<file path="config.mk">
export PLATFORM = sky130hd
export DESIGN_NAME = pipe_phy_ctrl_responder
export DESIGN_NICKNAME = d
export VERILOG_FILES = /design/src/rtl/pipe_phy_ctrl_responder.sv
export SDC_FILE = /design/constraint.sdc
export NUM_CORES = 1
export LEC_CHECK = 0
export CORE_MARGIN = 2
export CORE_UTILIZATION = 40
export CTS_BUF_LIST = sky130_fd_sc_hd__clkbuf_8
export CTS_CLUSTER_DIAMETER = 50
export DETAILED_ROUTE_END_ITERATION = 16
export PLACE_DENSITY_LB_ADDON = 0.3
export SETUP_SLACK_MARGIN = 0.2
export SLEW_MARGIN = 20
export SYNTH_ARGS = -nofsm -noshare
export SYNTH_HDL_FRONTEND = slang
export SYNTH_SLANG_ARGS = --single-unit
</file>
<file path="constraint.sdc">
create_clock -name clk -period 2.15 [get_ports clk]
set_input_delay 0.43 -clock clk [delete_from_list [all_inputs] [get_ports clk]]
set_output_delay 0.43 -clock clk [all_outputs]
set_load 0.02 [all_outputs]
</file>
<file path="src/rtl/pipe_phy_ctrl_responder.sv">
// pipe_phy_ctrl_responder: PHY-side responder for the PIPE MAC/PHY control handshakes.
//   Answers power_down, rate and tx_detect_rx requests with one-cycle phy_status
//   completion pulses after parameterised latencies, and reports receiver-detect
//   results on rx_status.
//   clk            : PIPE clock, rising edge
//   reset          : asynchronous active-high reset
//   power_down     : requested power state (0=P0 1=P0s 2=P1 3=P2, others ignored)
//   rate           : requested rate
//   tx_detect_rx   : receiver-detect request level, held until the completion pulse
//   tx_elec_idle   : per-symbol TX electrical idle, bit 0 used
//   rx_present     : detect result to report
//   phy_status     : reset-busy level, then one-cycle completion pulses
//   rx_status      : 3'b011 receiver detected, else 3'b000
//   rx_elec_idle   : high while not in P0
//   busy           : high whenever the FSM is not in IDLE
//   cur_rate       : currently applied rate
//   cur_power_down : currently applied power state
module pipe_phy_ctrl_responder #(
   parameter int RESET_LAT  = 16,
   parameter int DETECT_LAT = 8,
   parameter int RATE_LAT   = 12,
   parameter int PD_LAT     = 4
) (
   input  logic       clk,
   input  logic       reset,
   input  logic [3:0] power_down,
   input  logic [3:0] rate,
   input  logic       tx_detect_rx,
   input  logic [3:0] tx_elec_idle,
   input  logic       rx_present,
   output logic       phy_status,
   output logic [2:0] rx_status,
   output logic       rx_elec_idle,
   output logic       busy,
   output logic [3:0] cur_rate,
   output logic [3:0] cur_power_down
);
   localparam int M1      = RESET_LAT > DETECT_LAT ? RESET_LAT : DETECT_LAT;
   localparam int M2      = RATE_LAT > PD_LAT ? RATE_LAT : PD_LAT;
   localparam int MAX_LAT = M1 > M2 ? M1 : M2;
   localparam int CW      = $clog2(MAX_LAT + 1);

   typedef enum logic [2:0] {RST_WAIT, IDLE, DETECT, DET_HOLD, RATE, PWR} state_t;

   state_t        state, state_d;
   logic [CW-1:0] cnt, cnt_d, lat_m1;
   logic [3:0]    tgt, tgt_d, cur_rate_d, cur_pd_d;
   logic          last, pulse, det_hit, pd_legal;
   logic          unused_elec_idle;

   assign unused_elec_idle = ^tx_elec_idle[3:1];
   assign pd_legal         = power_down[3:2] == 2'b00;

   // Terminal count of the running state; expiry lands on the LAT-th edge after entry.
   always_comb begin
      lat_m1 = state == RST_WAIT ? CW'(RESET_LAT - 1) :
               state == DETECT   ? CW'(DETECT_LAT - 1) :
               state == RATE     ? CW'(RATE_LAT - 1) : CW'(PD_LAT - 1);
      last   = cnt == lat_m1;
   end

   always_comb begin
      state_d    = state;
      cnt_d      = '0;
      tgt_d      = tgt;
      cur_rate_d = cur_rate;
      cur_pd_d   = cur_power_down;
      pulse      = 1'b0;
      det_hit    = 1'b0;
      case (state)
         RST_WAIT: begin
            cnt_d = last ? '0 : cnt + CW'(1);
            if (last) begin
               state_d    = IDLE;
               cur_rate_d = rate;
               cur_pd_d   = pd_legal ? power_down : 4'd2;
            end
         end
         IDLE: begin
            // Detect only answers in P1 with TX idle; anywhere else it is a loopback request.
            if (tx_detect_rx && cur_power_down == 4'd2 && tx_elec_idle[0])
               state_d = DETECT;
            else if (rate != cur_rate) begin
               state_d = RATE;
               tgt_d   = rate;
            end else if (pd_legal && power_down != cur_power_down) begin
               state_d = PWR;
               tgt_d   = power_down;
            end
         end
         DETECT: begin
            cnt_d = last ? '0 : cnt + CW'(1);
            if (last) begin
               state_d = DET_HOLD;
               pulse   = 1'b1;
               det_hit = rx_present;
            end
         end
         // Wait for the MAC to drop the request so a held level cannot retrigger.
         DET_HOLD: state_d = tx_detect_rx ? DET_HOLD : IDLE;
         RATE: begin
            cnt_d = last ? '0 : cnt + CW'(1);
            if (last) begin
               state_d    = IDLE;
               pulse      = 1'b1;
               cur_rate_d = tgt;
            end
         end
         PWR: begin
            cnt_d = last ? '0 : cnt + CW'(1);
            if (last) begin
               state_d  = IDLE;
               pulse    = 1'b1;
               cur_pd_d = tgt;
            end
         end
         default: state_d = RST_WAIT;
      endcase
   end

   always_ff @(posedge clk or posedge reset)
      if (reset) begin
         state          <= RST_WAIT;
         cnt            <= '0;
         tgt            <= '0;
         phy_status     <= 1'b1;
         rx_status      <= 3'b000;
         rx_elec_idle   <= 1'b1;
         busy           <= 1'b1;
         cur_rate       <= 4'd0;
         cur_power_down <= 4'd2;
      end else begin
         state          <= state_d;
         cnt            <= cnt_d;
         tgt            <= tgt_d;
         phy_status     <= (state == RST_WAIT && !last) || pulse;
         rx_status      <= det_hit ? 3'b011 : 3'b000;
         rx_elec_idle   <= state_d == RST_WAIT || cur_pd_d != 4'd0;
         busy           <= state_d != IDLE;
         cur_rate       <= cur_rate_d;
         cur_power_down <= cur_pd_d;
      end
endmodule
</file>
==> impl_metrics.ini <==
[detailed_routing]
ant_nets = 0
wirelength_mm = 3.29
routed_via_density = 5.17
drc = 0
route.detailed.wl_per_inst_um = 14.4
firstDrtPassIters = 4
via_count = 1185
initialDrtViolationCount = 57

[grt]
busiest_layer = met2
grt_pass1_vias = 1176
grt_use_total_pct = 17.1
use_met2_pct = 30.3
gr-usage-met1_pct = 20.7
globalRouteOverflowTotal = 0
grt_max_degree = 25
grt_pass1_wl_mm = 5.53
antenna_found_initial = 0
grt_use_met3_pct = 2.78

[min_path]
hold_class = in -> async

[logic_synthesis]
synth_top_area_cell = dfrtp_1
syn_avg_cell_area_um2 = 10.5
syn_nets = 157
synthDistinctLibCells = 45
synth_edf_count = 0
yosysWarnings = 0
synthCells = 140
yosysTopAreaCellShare_pct = 34.0
synth_area_leaders = dfrtp_1, dfstp_2, xor2_1
mappedNetlistArea_um2 = 1470
async_flop_share_pct = 100
yosys_most_used_dff = dfrtp_1
yosys_register_bits = 24
ys_seq_area_share_pct = 41.2

[sta]
rsz0062_at_grt = true
period_minus_slack_ps = 2030
period_share_pct = 94.3
fin_tns_setup_ps = 0
finalSetupViolations = 0
layout_setup_ws_ps = 123
clock.fmax_ghz = 0.493
whs_ps = 487
slew_viol_final = 0
skew_ps = 5.46
hold_viol = 0

[clock_tree]
cts.reportedPaths.clkPinSlew_ps = 90
cts_tree = built
h-tree-depth = 1
cts-root-buf = clkbuf_8
cts.hold.buffers_added = 0
clock_latency_ps = 280
clock_path_buffers = 2
clock_sinks = 24
numCtsBuffers = 3

[outcome]
status = finished, final reports clean

[placement]
placed_area_um2 = 1840
numPortBuffers = 25
pre_cts_slack_ps = -53.1
dp_hpwl_mm = 2.47
gp_congestion = 0.862

[layout]
final_util_pct = 54.9
nNetsFinal = 199
areaGrowthSynthToFinish_pct = 34.6
num_antenna_cells = 0
design_area_um2 = 1980
drive_gt1_share_pct = 27.1

[power]
p_leak_nw = 0.840
p_per_area_nw_per_um2 = 1380
ir_drop_uv = 576

[setup_path]
critical_path.max_stage_delay_ps = 470
critical_path_required_ps = 2310
path_cells = ha_4 -> or4b_4 -> a2bb2oi_4 -> a21o_4 -> nor2_8 -> mux2_4
critical_path_class = reg -> reg
critPathBufInv = 0
start_kind = flip-flop
crit_arrival_ps = 2190
critPathTopFamily = simple AND/OR/NAND/NOR gates
crit_slowest_cell = or4b_4
cp_max_fo = 5
cp-end-kind = flip-flop

[floorplanning]
die_h_um = 64.6
core_area_um2 = 3610
dieArea_um2 = 4180
pin_count = 30
die_w_um = 64.6
row_count = 22
start_util_pct = 40.8

[flow_run]
cap_violations = 0
-- metal layers --
metal | vias up | wire length, um | share of wire, %
met4 | 0 | 55 | 1.7
met3 | 5 | 117 | 3.6
met1 | 574 | 1440 | 44
met2 | 25 | 1670 | 51
met5 | - | 0 | 0
li1 | 581 | - | -
-- power breakdown --
part	total, mW	internal [mW]	leakage, nW	switching [mW]
registers	0.880	0.667	0.293	0.214
clock network	0.406	0.249	0.0357	0.157
logic	1.45	0.766	0.511	0.684
-- registers in the layout, indices dropped and copies added (netlist names) --
name and cells:
cur_power_down 4, phy_status 1, rx_status 1, busy 1, rx_elec_idle 1, state 3
tgt 4, cnt 5, cur_rate 4
-- logic make-up after synthesis --
kind of cell | count (synthesis) | synth area share, %
buf+inv | 10 | 4.26
mux | 12 | 9.87
fa+ha+maj | 1 | 0.851
other cells | 1 | 0.255
simple gates | 54 | 23.8
compound gates | 27 | 13.2
flops | 24 | 41.2
xor+xnor | 11 | 6.55
-- through the flow --
step                      std cells  power [mW]
after global routing            229        2.91
final                           229        2.74
after floorplan                 140        1.78
after global placement          220        2.19
after detailed placement        220        2.24
after CTS                       226        2.72
-- cells in the mapped netlist, types with 2 or more instances --
master	number
a21oi_1	4
and2_1	2
and4bb_2	2
buf_2	2
buf_4	4
dfrtp_1	20
dfstp_2	4
inv_1	3
mux2_2	4
mux2_4	4
mux2i_1	4
nand2_1	15
nand3_1	5
nand4_1	2
nand4b_1	2
nor2_1	6
nor2b_1	3
nor3b_1	7
o21ai_0	11
or2_2	2
xnor2_1	2
xor2_1	9
-- layout make-up --
class                           count  area (um2)
Fill cell                         329        1630
Multi-Input combinational cell    106         835
Sequential cell                    24         606
Timing Repair Buffer               44         395
Tap cell                           48        60.1
Clock buffer                        3        41.3
Clock inverter                      1        30.0
Inverter                            3        11.3
-- worst min-delay path, cell delays in order --
cell and delay, ps:
clkdlybuf4s50_1 390, inv_1 50, buf_4 290
-- final timing paths --
check                                  start                 to  slack (ps)  depth (start not counted)
max                                   cnt[1]        cur_rate[3]         120                          6
min                                    reset        cur_rate[1]         490                          3
max reg2reg                           cnt[1]        cur_rate[3]         120                          6
min reg2reg                cur_power_down[1]  cur_power_down[1]         530                          2
max in group asynchronous              reset               busy        1370                          3
min in group clk           cur_power_down[1]  cur_power_down[1]         530                          2
-- cell usage in the layout (no fill, tap or decap), types with 3 or more instances in the layout --
cell type and count:
nor3b_1 6, mux2i_1 4, clkdlybuf4s50_1 24, mux2_2 4, nand2_1 15, nor2_1 6
a21oi_1 4, mux2_4 4, dfstp_2 4, xor2_1 9, o21ai_0 11, clkbuf_8 3
nand3_1 5, dfrtp_1 20, inv_1 3, buf_4 19
-- what timing repair did --
item / in CTS / in global routing
gates resized for setup: 3 / 3
endpoints found under the setup margin: 5 / 8
buffers inserted: 2 / 3
(Power assumes the default switching activity.)
